==> src/rtl/dev_timer.sv <==
// Memory-mapped down-counting timer with one-shot/auto-reload modes and a pending interrupt.
// Optional prescaler enabled by defining DEV_TIMER_PRESCALER_EN.
module dev_timer #(
  parameter int unsigned PRESCALE_W = 16
) (
  input  logic        clk,
  input  logic        rst,
  output logic [31:0] dev_out,
  input  logic [31:0] dev_in,
  input  logic [7:0]  dev_addr,
  input  logic        we,
  output logic        irq
);

  typedef enum logic [1:0] {StIdle, StLoad, StCounting} state_e;

  state_e      r_state, w_state_nxt;
  logic        r_en, w_en_nxt;
  logic        r_reload, w_reload_nxt;
  logic        r_ie, w_ie_nxt;
  logic [31:0] r_preset, w_preset_nxt;
  logic [31:0] r_count, w_count_nxt;
  logic        r_pending, w_pending_nxt;

  logic        w_wr_ctrl, w_wr_preset, w_wr_count, w_wr_status, w_wr_prescale;
  logic        w_tick, w_expire, w_count_is_last;
  logic [31:0] w_reload_val;

  assign w_wr_ctrl     = we && (dev_addr == 8'h00);
  assign w_wr_preset   = we && (dev_addr == 8'h04);
  assign w_wr_count    = we && (dev_addr == 8'h08);
  assign w_wr_status   = we && (dev_addr == 8'h0C);
  assign w_wr_prescale = we && (dev_addr == 8'h10);

  // COUNT == 0 while counting behaves like COUNT == 1; PRESET == 0 loads as 1.
  assign w_count_is_last = (r_count <= 32'd1);
  assign w_reload_val    = (r_preset == 32'd0) ? 32'd1 : r_preset;

`ifdef DEV_TIMER_PRESCALER_EN
  logic [PRESCALE_W-1:0] r_prescale, w_prescale_nxt;
  logic [PRESCALE_W-1:0] r_pre_cnt, w_pre_cnt_nxt;

  assign w_tick = (r_state == StCounting) && (r_pre_cnt == r_prescale);
`else
  logic w_unused_prescale_w;

  assign w_tick = (r_state == StCounting);
  // Keeps the width parameter referenced in builds without a prescaler.
  assign w_unused_prescale_w = w_wr_prescale & (^dev_in[PRESCALE_W-1:0]);
`endif

  always_comb begin
    w_state_nxt   = r_state;
    w_en_nxt      = r_en;
    w_reload_nxt  = r_reload;
    w_ie_nxt      = r_ie;
    w_preset_nxt  = r_preset;
    w_count_nxt   = r_count;
    w_pending_nxt = r_pending;
    w_expire      = 1'b0;
`ifdef DEV_TIMER_PRESCALER_EN
    w_prescale_nxt = r_prescale;
    w_pre_cnt_nxt  = r_pre_cnt;
`endif

    unique case (r_state)
      StIdle: w_state_nxt = StIdle;
      StLoad: begin
        w_count_nxt = w_reload_val;
`ifdef DEV_TIMER_PRESCALER_EN
        w_pre_cnt_nxt = '0;
`endif
        w_state_nxt = StCounting;
      end
      StCounting: begin
`ifdef DEV_TIMER_PRESCALER_EN
        w_pre_cnt_nxt = w_tick ? '0 : r_pre_cnt + PRESCALE_W'(1);
`endif
        if (w_tick) begin
          if (!w_count_is_last) begin
            w_count_nxt = r_count - 32'd1;
          end else begin
            w_expire = 1'b1;
            if (r_reload) begin
              w_count_nxt = w_reload_val;
            end else begin
              w_count_nxt = 32'd0;
              w_en_nxt    = 1'b0;
              w_state_nxt = StIdle;
            end
          end
        end
      end
      default: w_state_nxt = StIdle;
    endcase

    // Software writes take priority over the hardware updates above.
    if (w_wr_ctrl) begin
      w_en_nxt     = dev_in[0];
      w_reload_nxt = dev_in[1];
      w_ie_nxt     = dev_in[2];
      w_state_nxt  = dev_in[0] ? StLoad : StIdle;
    end
    if (w_wr_preset) w_preset_nxt = dev_in;
    if (w_wr_count)  w_count_nxt  = dev_in;
`ifdef DEV_TIMER_PRESCALER_EN
    if (w_wr_prescale) w_prescale_nxt = dev_in[PRESCALE_W-1:0];
`endif

    // Expiry beats a simultaneous clear.
    if (w_wr_status && dev_in[0]) w_pending_nxt = 1'b0;
    if (w_expire)                 w_pending_nxt = 1'b1;
  end

  always_ff @(posedge clk) begin
    if (rst) begin
      r_state   <= StIdle;
      r_en      <= 1'b0;
      r_reload  <= 1'b0;
      r_ie      <= 1'b0;
      r_preset  <= 32'd0;
      r_count   <= 32'd0;
      r_pending <= 1'b0;
`ifdef DEV_TIMER_PRESCALER_EN
      r_prescale <= '0;
      r_pre_cnt  <= '0;
`endif
    end else begin
      r_state   <= w_state_nxt;
      r_en      <= w_en_nxt;
      r_reload  <= w_reload_nxt;
      r_ie      <= w_ie_nxt;
      r_preset  <= w_preset_nxt;
      r_count   <= w_count_nxt;
      r_pending <= w_pending_nxt;
`ifdef DEV_TIMER_PRESCALER_EN
      r_prescale <= w_prescale_nxt;
      r_pre_cnt  <= w_pre_cnt_nxt;
`endif
    end
  end

  always_comb begin
    dev_out = 32'hdead_beef;
    unique case (dev_addr)
      8'h00: dev_out = {29'd0, r_ie, r_reload, r_en};
      8'h04: dev_out = r_preset;
      8'h08: dev_out = r_count;
      8'h0C: dev_out = {31'd0, r_pending};
`ifdef DEV_TIMER_PRESCALER_EN
      8'h10: dev_out = 32'(r_prescale);
`endif
      default: dev_out = 32'hdead_beef;
    endcase
  end

  assign irq = r_pending & r_ie;

endmodule

==> config.mk <==
export PLATFORM = sky130hd
export DESIGN_NAME = dev_timer
export DESIGN_NICKNAME = d
export VERILOG_FILES = /design/src/rtl/dev_timer.sv
export SDC_FILE = /design/constraint.sdc
export NUM_CORES = 1
export LEC_CHECK = 0
export CAP_MARGIN = 20
export CORE_MARGIN = 2
export CORE_UTILIZATION = 53
export CTS_CLUSTER_SIZE = 16
export DETAILED_ROUTE_END_ITERATION = 12
export HOLD_SLACK_MARGIN = 0.05
export PLACE_DENSITY = 0.79
export SYNTH_ARGS = -nofsm -noshare
export SYNTH_HDL_FRONTEND = slang
export SYNTH_SLANG_ARGS = --single-unit
==> constraint.sdc <==
create_clock -name clk -period 3.75 [get_ports clk]
set_input_delay 1.125 -clock clk [delete_from_list [all_inputs] [get_ports clk]]
set_output_delay 1.125 -clock clk [all_outputs]
set_load 0.02 [all_outputs]
==> impl_metrics.py <==
metrics = {
    "finish": {
        "final_nets": 653,
        "mostFrequentLayoutCell": "nand2_1",
        "fillerInstances": 667,
        "area_growth_pct": 26.5,
        "final_cells": 712,
        "num_antenna_cells": 0,
        "seq_area_um2": 1400,
        "drive_above_1_share_pct": 15.7,
        "final_cell_mix": "86 x nand2_1, 70 x dfxtp_1, 38 x a21oi_1, 38 x clkdlybuf4s50_1, 35 x nand3_1",
        "fin_area_um2": 5320,
        "fin_util_pct": 69.2,
        "multi_input_area_um2": 2640,
    },
    "worst_setup_path": {
        "rrSetupSlack_ns": 0.90,
        "r2r_start": "r_count[23]",
        "crit_family": "buffers and inverters",
        "worst-endpoint-arrival_ns": 2.57,
        "startpoint_type": "input port",
        "crit_chain": "clkdlybuf4s50_1 > nor2_2 > nand2_4 > buf_6 > a221o_1 > buf_4",
        "slowest_delay_ns": 0.43,
        "cp.required_ns": 2.62,
        "cp_slowest_cell": "clkdlybuf4s50_1",
        "crit_buf_inv": 3,
        "crit_fanout": 7,
        "r2r_end": "r_count[8]",
        "critPathKind": "in -> out",
        "end_kind": "primary output",
        "ff2ff_path_depth": 7,
        "worstSetupEndpoint": "dev_out[16]",
        "crit_path_start": "dev_addr[1]",
        "cp.depth": 6,
    },
    "floorplan": {
        "core_area_um2": 7690,
        "die_x_um": 93.1,
        "start_util_pct": 54.7,
        "num_rows": 32,
        "chipHeight_um": 93.1,
        "die_area_um2": 8660,
        "ios": 76,
    },
    "synth": {
        "ys_seq_area_share_pct": 33.3,
        "synth_edf_count": 0,
        "avgSynthCellArea_um2": 7.80,
        "synth_warnings": 0,
        "syn_area_um2": 4210,
        "yosysTopAreaCellShare_pct": 33.3,
        "ys_types": 59,
        "synth_top_flop_cell": "dfxtp_1",
        "synth_area_leader_cell": "dfxtp_1",
        "async_reset_ff_share_pct": 0,
        "netlist_instances": 539,
        "ys_ff_latch": 70,
        "synthesis.nets": 584,
        "synth_area_leaders": "dfxtp_1 33%, nand2_1 7.8%, a221o_1 5.5%",
    },
    "sta": {
        "finalClockSkew_ns": 0.0135,
        "post-route-period-util_pct": 98.6,
        "whs_ns": 0.499,
        "finalCriticalPeriod_ns": 3.70,
        "fin_ws_ns": 0.0543,
        "worst_pin_slew_ns": 0.744,
        "hold_violations": 0,
        "slew_headroom_pct": 50.2,
        "fmax_ghz": 0.271,
        "setup_viol": 0,
        "slew_viol_final": 0,
    },
    "placement": {
        "place_ws_ns": -0.459,
        "io_buffers": 75,
        "dp_hpwl_um": 9650,
        "place_congestion": 0.928,
        "dp_cells": 694,
        "place_area_um2": 5130,
    },
    "route": {
        "drtIter0Drc": 461,
        "drt_wl_total_um": 15000,
        "drt_first_pass_iters": 5,
        "final_antenna_net_count": 0,
        "vias_per_cell": 6.75,
        "drc": 0,
        "num_vias": 4809,
        "wl_per_cell_um": 21.1,
    },
    "clock_network": {
        "clock_sinks": 70,
        "clk_path_buf_depth": 2,
        "path_clk_slew_ns": 0.07,
        "htreeDepth": 3,
        "clkLatencyLatePin_ns": 0.35,
        "cts_root_buf": "clkbuf_8",
        "tritoncts": "done",
        "cts_buffers": 9,
    },
    "pwr": {
        "power_density_nw_per_um2": 288,
        "ir_worst_vdd_mv": 0.241,
        "p_leak_uw": 0.00187,
    },
    "global_routing": {
        "grt_usage_pct": 34.7,
        "grt_pass1_wl_um": 23800,
        "grt_max_degree": 29,
        "antenna_found_initial": 0,
        "grt_pass1_vias": 4557,
        "grt_overflow": 0,
    },
    "min_path": {
        "hp-class": "reg -> reg",
    },
    "job": {
        "max_cap_violations": 0,
    },
    "status": {
        "status": "complete, no violations",
    },
}
-- sequential cells by signal (all words and copies together) (netlist names) --
register   cells
r_count       32
r_state        2
r_preset      32
r_pending      1
r_en           1
r_reload       1
r_ie           1
-- routing by layer --
metal  GRT usage (%)  vias up  part of all wire [%]
met5               0        -                     0
met3            7.09       44                    12
met1            46.5     2235                    39
li1                -     2170                     -
met4            11.6        0                   2.2
met2            56.0      360                    47
-- metrics by stage --
step / total power [uW] / TNS (ns)
after global routing: 1570 / -0.0424
after floorplan: 827 / 0
final: 1530 / 0
after detailed placement: 913 / -13.36
after global placement: 911 / -12.86
after CTS: 1530 / 0
-- power by group --
group | internal (uW) | leakage, uW | total (uW) | switching, uW
Sequential | 744 | 0.000564 | 746 | 2.00
Clock | 351 | 0.000100 | 628 | 277
Combinational | 75.6 | 0.00121 | 158 | 82.8
Total | 1170 | 0.00187 | 1530 | 362
-- area by class of cell --
type	count	share of cell area, %
multi-input cells	417	49.6
flip-flops and latches	70	26.3
repair buffers	107	17.8
clock buffers	12	3.11
well taps	102	2.40
clock inverters	1	0.565
inverters	3	0.212
-- what timing repair did --
item,in CTS,in global routing
setup endpoints to repair,32,30
hold buffers,0,0
gates cloned,2,0
setup buffers,0,2
pin swaps,2,0
resized for setup,127,9
-- kinds of logic (layout without fill, tap and decap cells) --
group	Yosys count	after routing	synth area share [%]
simple gates	233	233	28.1
compound gates	151	151	26.0
flops	70	70	33.3
buf+inv	52	123	5.00
xor+xnor	25	25	5.21
mux	6	6	1.76
fa+ha+maj	2	2	0.595
-- how the worst min path moves through the flow --
stage,start,to,slack (ns),depth (start not counted)
after global routing,r_en,r_en,0.51,1
after CTS,r_en,r_en,0.49,1
final,r_en,r_en,0.50,1
after global placement,r_en,r_en,0.47,1
after floorplan,r_en,r_en,0.44,1
after detailed placement,r_en,r_en,0.48,1
-- cell usage after synthesis (all sizes together) (6+ instances only) --
cell type,instances
or4,6
xor2,6
nand3,35
nand4,19
nand2,89
a22oi,22
o21ai,7
a31oi,15
a221o,23
o211ai,15
buf,11
o221ai,16
a21oi,39
and3,6
nor4,16
nor2,30
nor3,6
clkbuf,38
xnor2,19
dfxtp,70
Power figures use the tool's default switching activity.
